<file path="src/rtl/bram_fifo_ctrl_if.sv">
// Streaming and RAM-port signals of bram_fifo_ctrl.
// The slave modport is the controller's view; master is the environment's view.
interface bram_fifo_ctrl_if #(
    parameter int DBITS = 16,
    parameter int ABITS = 9
);
    logic [DBITS-1:0] IN_DAT;
    logic             IN_VLD;
    logic             IN_RDY;
    logic [DBITS-1:0] OUT_DAT;
    logic             OUT_VLD;
    logic             OUT_RDY;
    logic [ABITS+1:0] COUNT;
    logic             FULL;
    logic             EMPTY;
    logic [ABITS-1:0] WADR;
    logic [DBITS-1:0] WDAT;
    logic             WEN;
    logic [ABITS-1:0] RADR;
    logic [DBITS-1:0] RDAT;

    modport slave (
        input  IN_DAT, IN_VLD, OUT_RDY, RDAT,
        output IN_RDY, OUT_DAT, OUT_VLD, COUNT, FULL, EMPTY, WADR, WDAT, WEN, RADR
    );

    modport master (
        output IN_DAT, IN_VLD, OUT_RDY, RDAT,
        input  IN_RDY, OUT_DAT, OUT_VLD, COUNT, FULL, EMPTY, WADR, WDAT, WEN, RADR
    );
endinterface

</file>
<file path="src/rtl/bram_fifo_ctrl.sv">
// Valid/ready FIFO controller around an external simple dual-port RAM with 1-cycle
// registered read; a 2-entry skid buffer absorbs the read latency for full-rate streaming.
module bram_fifo_ctrl #(
    parameter int DBITS = 16,
    parameter int ABITS = 9
) (
    input logic             CLK,
    input logic             RSTN,
    bram_fifo_ctrl_if.slave bus
);
    localparam logic [ABITS:0] DEPTH = {1'b1, {ABITS{1'b0}}};

    logic [ABITS-1:0] wptr_q, wptr_d;
    logic [ABITS-1:0] rptr_q, rptr_d;
    logic [ABITS:0]   cnt_q, cnt_d;
    logic             infl_q, infl_d;
    logic [1:0]       sk_q, sk_d;
    logic [DBITS-1:0] sk0_q, sk0_d;
    logic [DBITS-1:0] sk1_q, sk1_d;

    logic             in_rdy;
    logic             push;
    logic             pop;
    logic             rd;
    logic [1:0]       occ;
    logic [ABITS+1:0] count;

    always_comb begin
        in_rdy = RSTN & (cnt_q != DEPTH);
        push   = bus.IN_VLD & in_rdy;
        pop    = (sk_q != 2'd0) & bus.OUT_RDY;
        occ    = sk_q + {1'b0, infl_q};
        // A pop frees a skid slot this cycle, so a read may be issued even at occupancy 2.
        rd     = (cnt_q != '0) & ((occ < 2'd2) | pop);

        wptr_d = wptr_q + ABITS'(push);
        rptr_d = rptr_q + ABITS'(rd);
        cnt_d  = cnt_q + (ABITS+1)'(push) - (ABITS+1)'(rd);
        infl_d = rd;
        sk_d   = sk_q + {1'b0, infl_q} - {1'b0, pop};

        sk0_d = sk0_q;
        sk1_d = sk1_q;
        if (pop) begin
            sk0_d = sk1_q;
            if (infl_q) begin
                if (sk_q == 2'd1) sk0_d = bus.RDAT;
                else              sk1_d = bus.RDAT;
            end
        end else if (infl_q) begin
            if (sk_q == 2'd0) sk0_d = bus.RDAT;
            else              sk1_d = bus.RDAT;
        end

        count = {1'b0, cnt_q} + (ABITS+2)'(infl_q) + (ABITS+2)'(sk_q);
    end

    always_ff @(posedge CLK) begin
        if (!RSTN) begin
            wptr_q <= '0;
            rptr_q <= '0;
            cnt_q  <= '0;
            infl_q <= 1'b0;
            sk_q   <= 2'd0;
            sk0_q  <= '0;
            sk1_q  <= '0;
        end else begin
            wptr_q <= wptr_d;
            rptr_q <= rptr_d;
            cnt_q  <= cnt_d;
            infl_q <= infl_d;
            sk_q   <= sk_d;
            sk0_q  <= sk0_d;
            sk1_q  <= sk1_d;
        end
    end

    assign bus.IN_RDY  = in_rdy;
    assign bus.OUT_DAT = sk0_q;
    assign bus.OUT_VLD = (sk_q != 2'd0);
    assign bus.COUNT   = count;
    assign bus.FULL    = (cnt_q == DEPTH);
    assign bus.EMPTY   = (count == '0);
    assign bus.WADR    = wptr_q;
    assign bus.WDAT    = bus.IN_DAT;
    assign bus.WEN     = push;
    assign bus.RADR    = rptr_q;
endmodule

</file>
<file path="src/flat_wrapper.sv">
// flat-port wrapper written by rule: the top's interface ports become plain ports
module bram_fifo_ctrl_flat 
#(
    parameter int DBITS = 16,
    parameter int ABITS = 9
)
  (CLK, RSTN, bus_IN_DAT, bus_IN_VLD, bus_OUT_RDY, bus_RDAT, bus_IN_RDY, bus_OUT_DAT, bus_OUT_VLD, bus_COUNT, bus_FULL, bus_EMPTY, bus_WADR, bus_WDAT, bus_WEN, bus_RADR);
  bram_fifo_ctrl_if #(.DBITS(DBITS), .ABITS(ABITS)) bus_i ();
  input logic CLK;
  input logic RSTN;
  input wire logic [$bits(bus_i.IN_DAT)-1:0] bus_IN_DAT;
  input wire logic [$bits(bus_i.IN_VLD)-1:0] bus_IN_VLD;
  input wire logic [$bits(bus_i.OUT_RDY)-1:0] bus_OUT_RDY;
  input wire logic [$bits(bus_i.RDAT)-1:0] bus_RDAT;
  output wire logic [$bits(bus_i.IN_RDY)-1:0] bus_IN_RDY;
  output wire logic [$bits(bus_i.OUT_DAT)-1:0] bus_OUT_DAT;
  output wire logic [$bits(bus_i.OUT_VLD)-1:0] bus_OUT_VLD;
  output wire logic [$bits(bus_i.COUNT)-1:0] bus_COUNT;
  output wire logic [$bits(bus_i.FULL)-1:0] bus_FULL;
  output wire logic [$bits(bus_i.EMPTY)-1:0] bus_EMPTY;
  output wire logic [$bits(bus_i.WADR)-1:0] bus_WADR;
  output wire logic [$bits(bus_i.WDAT)-1:0] bus_WDAT;
  output wire logic [$bits(bus_i.WEN)-1:0] bus_WEN;
  output wire logic [$bits(bus_i.RADR)-1:0] bus_RADR;
  assign bus_i.IN_DAT = bus_IN_DAT;
  assign bus_i.IN_VLD = bus_IN_VLD;
  assign bus_i.OUT_RDY = bus_OUT_RDY;
  assign bus_i.RDAT = bus_RDAT;
  assign bus_IN_RDY = bus_i.IN_RDY;
  assign bus_OUT_DAT = bus_i.OUT_DAT;
  assign bus_OUT_VLD = bus_i.OUT_VLD;
  assign bus_COUNT = bus_i.COUNT;
  assign bus_FULL = bus_i.FULL;
  assign bus_EMPTY = bus_i.EMPTY;
  assign bus_WADR = bus_i.WADR;
  assign bus_WDAT = bus_i.WDAT;
  assign bus_WEN = bus_i.WEN;
  assign bus_RADR = bus_i.RADR;
  bram_fifo_ctrl #(.DBITS(DBITS), .ABITS(ABITS)) u_core (.CLK(CLK), .RSTN(RSTN), .bus(bus_i));
endmodule
</file>
<file path="config.mk">
export PLATFORM = sky130hd
export DESIGN_NAME = bram_fifo_ctrl_flat
export DESIGN_NICKNAME = d
export VERILOG_FILES = /design/src/rtl/bram_fifo_ctrl_if.sv /design/src/rtl/bram_fifo_ctrl.sv /design/src/flat_wrapper.sv
export SDC_FILE = /design/constraint.sdc
export NUM_CORES = 1
export LEC_CHECK = 0
export ABC_AREA = 1
export BUFFER_PORTS_ARGS = -buffer_cell sky130_fd_sc_hd__buf_2
export CAP_MARGIN = 20
export CORE_ASPECT_RATIO = 2
export CORE_MARGIN = 3
export CORE_UTILIZATION = 30
export DETAILED_ROUTE_END_ITERATION = 16
export SYNTH_ARGS = -nofsm -noshare
export SYNTH_HDL_FRONTEND = slang
export SYNTH_SLANG_ARGS = --single-unit
</file>
<file path="constraint.sdc">
create_clock -name CLK -period 2.7 [get_ports CLK]
set_clock_uncertainty 0.2 [all_clocks]
set_input_delay 0.54 -clock CLK [delete_from_list [all_inputs] [get_ports CLK]]
set_output_delay 0.54 -clock CLK [all_outputs]
set_load 0.01 [all_outputs]
</file>
==> run metrics, run 1 <==
status complete, but fails checks; failing checks setup timing; cts bufs inserted 9; pwr dens 1200 nW/um^2; Clock transition at path regs 60 ps; setup tns final -1660 ps; Synth area leaders dfxtp_1 (34%), nand2_1 (9.9%), ha_1 (9.8%), inv_1 (8.2%), a21oi_1 (4.7%); Tmin final 3100 ps; Area Growth Syn to Fin 37.3%; Final Cycle Share 1.15; Critical Path RT 1960 ps; Nets 681; Net Count, Synth 570; Iteration-0 DRC Markers 140; Synth top area share 0.340; CP max stage delay 400 ps; # setup viols final 14; post-synth cell types 32; Peak VDD IR 520 uV; crit-path max FO 4; Ports 102; final slew viol count 0; arrival time at the worst endpoint 2360 ps; WS Path Type flop to primary output; Mapped Cells 502; worst hold path class flop to flop; first-pass detailed-route iteration total 5; worst slew pin tran 872 ps; Final Hold Viols 0; CP bufs+invs 4; clock sink count 63; HPWL after DPL 7.71 mm; Hold Buf Count CTS 0; Tot Pwr 0.00612 W; worst skew pair latency 330 ps; Critical-path top delay cell fa_2; Worst setup SP type flop; DIE HEIGHT 163 um; Rows 56; Routed Antenna Nets 0; DR vias 3534; vias in the first global route 3616; Post-Syn Area per Cell 7.39 sq um; gpl congestion 0.841; Yosys warnings 0; RSZ-0062 raised after global routing yes; initial antenna violation count 0; Clock Root Buffer clkbuf_16; Max Root-Sink Buffers 2; Synth Register Bits 63; setup ws final -398 ps; static leakage 2.47 nW; most used cell, CP nand2_1; die extent in x 84.6 um; DR DRC count 0; first-pass GRT wire length 16.4 mm; Core ar. 11900 sq um; Slew HR 0.419; total wire length 10.2 mm; full die area 13800 sq um; sequential element share of the synthesized area 0.340; initial core utilization 0.311; GR Util All Layers 0.149; drt via density 4.63; achievable frequency 0.323 GHz; H-tree depth 3; mapped cell area 3710 sq um; leading area contributor after synthesis dfxtp_1; post-place setup slack -315 ps; antenna diode count 0; number of port buffers 69; share of layout cells above drive strength 1 0.406; worst path cell trace inv_2 -> fa_2 -> fa_2 -> inv_2 -> nand3_1 -> nand2_1 -> nand2_1 -> inv_1 -> nand2_1 -> nor2_2 -> nand3_1 -> nor2_2 -> buf_2; grt total ovfl 0; Setup crit end kind primary output; final core utilization 0.427; family with the most delay on the worst path adder cells; CTS tree done; number of max-cap violations 0; WL/cell 13.4 um; largest net degree at the start of global routing 41
per-layer routing:
metal,vias up,wire length [um],share of wire,track usage
met2,82,5990,0.59,0.300
met3,37,338,0.033,0.0202
met1,1605,3350,0.33,0.125
li1,1810,-,-,-
met4,0,546,0.053,0.112
met5,-,0,0,0
through the flow:
stage,instances,hold WS [ps],instance area [sq um]
2_1_floorplan,502,254,3730
3_3_place_gp,728,264,4350
3_5_place_dp,728,270,4350
4_1_cts,755,278,4900
5_1_grt,763,301,5090
6_report,763,276,5090
worst paths after layout:
kind,slack (ps),from,cells past startpoint,to
worst max-delay path,-400,u_core.sk_q[0],13,bus_EMPTY
worst min-delay path,280,u_core.sk1_q[10],2,u_core.sk1_q[10]
worst max register to register,-240,u_core.cnt_q[0],18,u_core.cnt_q[8]
worst min register to register,280,u_core.sk1_q[10],2,u_core.sk1_q[10]
cells in the mapped netlist, drive strengths merged:
master,number
dfxtp,63
nor3,4
nand2,99
o31ai,1
fa,3
a31oi,3
o21bai,4
a21oi,46
nand3,31
xnor2,1
buf,24
xor2,3
o21ai,50
o22ai,1
and2,1
ha,29
nand4,7
clkbuf,8
nor3b,1
nor2,41
inv,82
layout by cell type (no fill, tap or decap), drive strengths merged:
cell type	count
nand2	99
a31oi	3
dfxtp	63
nor2	41
o22ai	1
clkinvlp	1
nand3	31
a21oi	46
nor3b	1
bufinv	2
inv	82
o21bai	4
o21ai	50
buf	132
clkinv	4
clkbuf	9
o31ai	1
xor2	3
fa	3
ha	29
nand4	7
nor3	4
xnor2	1
and2	1
worst reg2reg max path, cell delays in order (launching register included):
cell and delay (ps):
dfxtp_2 340, buf_6 110, buf_6 110, nor2_4 70, nand4_1 230, o21ai_1 200
inv_1 100, nand2_2 110, ha_4 220, inv_4 50, ha_4 130, inv_4 30
fa_2 350, inv_2 70, nand3_2 90, nand2_4 100, nand4_1 110, a21oi_1 160
nor2_1 60
area by class of cell:
cell class	instances	area, sq um
fillers	1210	6820
multi-input cells	325	2150
flip-flops and latches	63	1270
repair buffers	132	850
inverters	82	318
clock buffers	9	225
well taps	145	181
clock inverters	7	87.6
power breakdown:
group	internal, W	total, W	switching (W)
logic	0.00153	0.00354	0.00201
registers	0.00119	0.00135	0.000158
clock network	0.000801	0.00122	0.000424
total	0.00352	0.00612	0.00259
flip-flops by register name, summed over array words and instances, names as in the netlist:
signal / flops
u_core.bus.WADR: 9
u_core.cnt_q: 10
u_core.sk1_q: 16
u_core.bus.OUT_DAT: 16
u_core.infl_q: 1
u_core.sk_q: 2
u_core.bus.RADR: 9
kinds of logic (layout without fill, tap and decap cells):
family                     after synthesis  after routing  share of synthesized area
adders and majority gates               32             32                      0.114
and+or+nand+nor                        184            184                      0.208
xor gates and xnor gates                 4              4                    0.00945
buffers and inverters                  114            230                      0.147
DFF                                     63             63                      0.340
AOI/OAI and AO/OA                      105            105                      0.182
repair_timing:
item	in CTS	in global routing
endpoints found under the setup margin	14	21
pin swaps	19	18
resized for setup	53	33
endpoints found under the hold margin	0	0
buffers inserted	14	10
No activity file was read; power rests on OpenSTA's default activity.
==> run 2, diff against run 1 <==
clock period = 2.8 ns   (was 2.7 ns; I/O delays follow)
==> run metrics, run 2 (same netlist as run 1, synthesis figures left out) <==
worst hold path class flop to flop; setup tns final -873 ps (+786 ps); Rows 56 (unchanged); R2R depth 17 (-1); worst skew pair latency 330 ps (about the same); clock sink count 63 (unchanged); CP bufs+invs 6 (+2); GR Util All Layers 0.146 (-0.00306); failing checks setup timing; Critical Path RT 2040 ps (+80 ps); final slew viol count 0 (unchanged); Iteration-0 DRC Markers 136 (-2.9%); Peak VDD IR 546 uV (+5.1%); Core ar. 11900 sq um (unchanged); arrival time at the worst endpoint 2370 ps (about the same); share of layout cells above drive strength 1 0.381 (-0.0252); initial antenna violation count 0 (unchanged); H-tree depth 3 (unchanged); gpl congestion 0.904 (+7.5%); vias in the first global route 3395 (-6.1%); worst hold stages 2 (unchanged); CTS tree done; die extent in x 84.6 um (unchanged); WS Path Type flop to primary output; critical path depth 16 (+3); Combinational Power Share 0.594 (+0.015); worst slew pin tran 874 ps (+2.48 ps); largest net degree at the start of global routing 41 (unchanged); DIE HEIGHT 163 um (unchanged); number of port buffers 69 (unchanged); Final Hold Viols 0 (unchanged); most used cell, CP nand2_2; most common cell after layout, fill and taps aside nand2_1; worst path cell trace buf_6 -> inv_4 -> fa_2 -> fa_2 -> inv_2 -> buf_6 -> nand2_2 -> nand2_2 -> nand2_2 -> nand2_1 -> inv_1 -> nand2_1 -> nor2_2 -> nand3_2 -> nor2_2 -> buf_2; Tot Pwr 0.00591 W (-3.4%); Routed Antenna Nets 0 (unchanged); achievable frequency 0.320 GHz; Sw Ratio 0.424 (about the same); number of max-cap violations 0 (unchanged); HPWL after DPL 7.57 mm (-1.8%); RSZ-0062 raised after global routing yes; first-pass GRT wire length 16.0 mm (-2.6%); Critical-path top delay cell fa_2; setup ws final -328 ps (+69.9 ps); DR DRC count 0 (unchanged); Setup crit end kind primary output; switching power 0.00250 W (-3.4%); sequential share of power 0.219 (about the same); total wire length 9.94 mm (-2.7%); family with the most delay on the worst path adder cells; pwr dens 1190 nW/um^2 (-1.1%); grt total ovfl 0 (unchanged); WL/cell 13.2 um (-1.6%); commonest non-fill, non-tap cells in the layout nand2_1 (84), inv_1 (66), buf_2 (64); status complete, but fails checks; crit-path max FO 4 (unchanged); static leakage 2.44 nW (-1.4%); Worst setup SP type flop; first-pass detailed-route iteration total 4 (-1); Max Root-Sink Buffers 2 (unchanged); Tmin final 3130 ps; Final Cycle Share 1.12; Ports 102 (unchanged); # setup viols final 4 (-10); cts bufs inserted 9 (unchanged); initial core utilization 0.311 (unchanged); DR vias 3511 (-0.65%); Area Growth Syn to Fin 34.2%; antenna diode count 0 (unchanged); P_int 0.00340 W (-3.4%); drt via density 4.66 (+0.54%); CP max stage delay 390 ps (about the same); Slew HR 0.416 (-0.00230); Clk network pwr share 0.187 (-0.013); full die area 13800 sq um (unchanged); Clock Root Buffer clkbuf_16; Nets 672 (-1.3%); Clock transition at path regs 50 ps (about the same)
-- run 2: final cells by class --
class / instances / area [sq um]
tap: 145 / 181
clock inverter: 6 / 60.1
sequential: 63 / 1270
multi-input combinational: 325 / 2110
inverter: 82 / 315
clock buffer: 10 / 239
fill: 1221 / 6940
timing repair buffer: 123 / 801
-- run 2: tightest hold or removal path, delay by kind of cell, from the launching register on --
| family | cells | cell delay [ps] |
|---|---|---|
| flops | 1 | 310 |
| compound gates | 1 | 50 |
| simple gates | 1 | 60 |
-- run 2: repair_timing --
| item | CTS | global route |
|---|---|---|
| pin swaps | 12 | 20 |
| setup endpoints to repair | 11 | 20 |
| hold buffers | 0 | 0 |
| setup buffers | 12 | 2 |
| gates resized for setup | 33 | 52 |
-- run 2: through the flow --
stage          setup WS [ps]  cells  cell area [sq um]  utilization  hold slack, ps
5_1_grt                 -498    754               4970        0.418             285
3_5_place_dp            -253    727               4330        0.363             267
3_3_place_gp            -253    727               4330        0.363             263
2_1_floorplan           10.2    502               3710            -             254
4_1_cts                 -369    753               4810        0.403             275
6_report                -328    754               4970        0.418             271
-- run 2: power groups by stage --
| stage | Clock (W) | Combinational (W) | Sequential (W) |
|---|---|---|---|
| floorplan | 0 | 0.00185 | 0.00135 |
| global placement | 0 | 0.00289 | 0.00129 |
| detailed placement | 0 | 0.00294 | 0.00129 |
| CTS | 0.00114 | 0.00328 | 0.00128 |
| global route | 0.00118 | 0.00391 | 0.00132 |
| finish | 0.00110 | 0.00351 | 0.00129 |
-- run 2: worst paths after layout --
path	slack [ps]	start	to
worst max register to register	80	u_core.cnt_q[6]	u_core.cnt_q[8]
worst min-delay path	270	u_core.sk1_q[7]	u_core.sk1_q[7]
worst max-delay path	-330	u_core.cnt_q[0]	bus_EMPTY
worst min register to register	270	u_core.sk1_q[7]	u_core.sk1_q[7]
-- run 2: metal layers --
metal  up-vias  wire length (um)  track usage
li1       1799                 -            -
met1      1624              3480        0.133
met2        65              5720        0.287
met3        23               321       0.0288
met4         0               420       0.0893
met5         -                 0            0
==> run 3, diff against run 2 <==
PLACE_DENSITY = 0.49   (was not set)
==> run metrics, run 3 (same netlist as run 1, synthesis figures left out) <==
first-pass GRT wire length 16.2 mm (+1.1%); antenna diode count 0 (unchanged); Hold Buf Count CTS 0 (unchanged); GR Util All Layers 0.149 (+0.00333); drt via density 4.58 (-1.6%); worst slew pin tran 850 ps (-24.7 ps); most common cell after layout, fill and taps aside nand2_1; commonest non-fill, non-tap cells in the layout nand2_1 (92), inv_1 (70), buf_2 (68); failing checks setup timing; Clock transition at path regs 60 ps (about the same); Tot Pwr 0.00562 W (-4.9%); R2R depth 17 (unchanged); grt total ovfl 0 (unchanged); hold_sp u_core.sk1_q[13]; Final Hold Viols 0 (unchanged); FF+latch area 1270 sq um (+0.30%); total wire length 9.96 mm (+0.19%); final slew viol count 0 (unchanged); Final Cycle Share 1.11 (-0.00596); CP bufs+invs 3 (-3); switching power 0.00239 W (-4.4%); post-place setup slack -287 ps (-34.0 ps); CP max stage delay 400 ps (about the same); number of port buffers 69 (unchanged); Sw Ratio 0.426 (+0.00187); setup ws final -312 ps (+16.7 ps); WL/cell 13.3 um (+0.73%); worst hold path class flop to flop; number of max-cap violations 0 (unchanged); first-pass detailed-route iteration total 4 (unchanged); Max Root-Sink Buffers 2 (unchanged); Critical Path RT 2040 ps (about the same); Ports 102 (unchanged); WS Path Type flop to primary output; family with the most delay on the worst path adder cells; sequential share of power 0.230 (+0.011); FF-to-FF setup slack 0 ps (-80 ps); clock sink count 63 (unchanged); CTS tree done; Clock Root Buffer clkbuf_16; Iteration-0 DRC Markers 162 (+19%); DIE HEIGHT 163 um (unchanged); Setup crit end kind primary output; Routed Antenna Nets 0 (unchanged); DR vias 3436 (-2.1%); Critical-path top delay cell fa_2; Core ar. 11900 sq um (unchanged); Clk network pwr share 0.200 (+0.013); RSZ-0062 raised after global routing yes; Fillers 1271 (+4.1%); multi-input logic area 2050 sq um (-2.8%); Area Growth Syn to Fin 30.7%; DR DRC count 0 (unchanged); Combinational Power Share 0.569 (-0.025); worst path cell trace inv_4 -> fa_2 -> fa_2 -> inv_2 -> nand3_2 -> nand2_2 -> nand2_2 -> nor2_1 -> nand2_1 -> nor2_2 -> nand3_2 -> nor2_2 -> buf_2; largest net degree at the start of global routing 41 (unchanged); reg2reg start u_core.cnt_q[7]; crit-path max FO 4 (unchanged); cts bufs inserted 9 (unchanged); Slew HR 0.433 (+0.0165); Worst setup SP type flop; pwr dens 1160 nW/um^2 (-2.3%); gpl congestion 0.834 (-7.8%); Rows 56 (unchanged); vias in the first global route 3460 (+1.9%); DP Area 4310 sq um (-0.35%); arrival time at the worst endpoint 2350 ps (-20 ps); share of layout cells above drive strength 1 0.350 (-0.0305); H-tree depth 3 (unchanged); Tmin final 3110 ps (-16.7 ps); initial core utilization 0.311 (unchanged); die extent in x 84.6 um (unchanged); Finished Cell Area 4840 sq um (-2.6%); worst skew pair latency 330 ps (about the same); status complete, but fails checks; Nets 668 (-0.60%); r2r endpoint u_core.cnt_q[8]; achievable frequency 0.321 GHz (+0.54%); Peak VDD IR 559 uV (+2.4%); full die area 13800 sq um (unchanged); worst hold stages 2 (unchanged); hold path endpoint u_core.sk1_q[13]; static leakage 2.38 nW (-2.2%); HPWL after DPL 7.61 mm (+0.56%); initial antenna violation count 0 (unchanged); # setup viols final 6 (+2); P_int 0.00323 W (-5.2%)
-- run 3: cell types whose count changed in the layout (fill, tap and decap cells not counted), moves of 2 or more --
cell,delta
o21ai_0,+3
buf_2,+4
inv_2,-3
ha_2,-2
o21ai_1,-2
nand2_2,-7
buf_6,-8
ha_1,+3
nand2_1,+8
inv_1,+4
-- run 3: worst reg2reg max path, cell delays in order, from the launching register on --
cell and delay (ps):
dfxtp_2 320, inv_2 70, ha_4 130, nand4_1 240, o21ai_1 200, inv_1 110, nand2_4 100, ha_4 210
inv_4 50, ha_4 120, inv_2 40, fa_2 320, inv_2 70, nand3_2 80, nand2_2 90, nand4_1 120
a21oi_1 170, nor2_1 60
-- run 3: metrics by stage --
| step | instances | TNS [ps] | utilization | hold WS, ps |
|---|---|---|---|---|
| 2_1_floorplan | 502 | 0 | - | 254 |
| 3_3_place_gp | 725 | -920 | 0.362 | 264 |
| 3_5_place_dp | 725 | -862 | 0.362 | 267 |
| 4_1_cts | 748 | -1050 | 0.401 | 277 |
| 5_1_grt | 750 | -1640 | 0.407 | 290 |
| 6_report | 750 | -670 | 0.407 | 277 |
-- run 3: what timing repair did --
action / CTS / global route
pin swaps: 17 / 16
cloned: 0 / 0
endpoints found under the setup margin: 14 / 14
gates resized for setup: 38 / 17
setup buffers: 8 / 2
-- run 3: power groups by stage --
stage	sequential (W)	clock (W)	combinational, W
finish	0.00129	0.00113	0.00320
global route	0.00132	0.00119	0.00361
CTS	0.00129	0.00116	0.00317
detailed placement	0.00130	0	0.00291
global placement	0.00129	0	0.00291
floorplan	0.00135	0	0.00185
-- run 3: worst max path at each step --
stage                               start         endpoint  slack, ps  cells after the start
after floorplan             u_core.infl_q        bus_EMPTY         10                     13
after global placement    u_core.cnt_q[7]  u_core.cnt_q[8]       -300                     17
after detailed placement  u_core.cnt_q[7]  u_core.cnt_q[8]       -290                     17
after CTS                   u_core.infl_q        bus_EMPTY       -400                     13
after global routing        u_core.infl_q        bus_EMPTY       -500                     13
final                       u_core.infl_q        bus_EMPTY       -310                     13
-- run 3: layout make-up --
type,instances,area share
sequential,63,0.263
inverter,82,0.0646
multi-input combinational,325,0.423
tap,145,0.0374
clock buffer,11,0.0501
timing repair buffer,119,0.151
clock inverter,5,0.0116
-- run 3: per-layer routing --
metal	GRT usage	wire length, um
met5	0	0
met4	0.0793	326
met1	0.129	3370
met2	0.304	5930
met3	0.0338	335
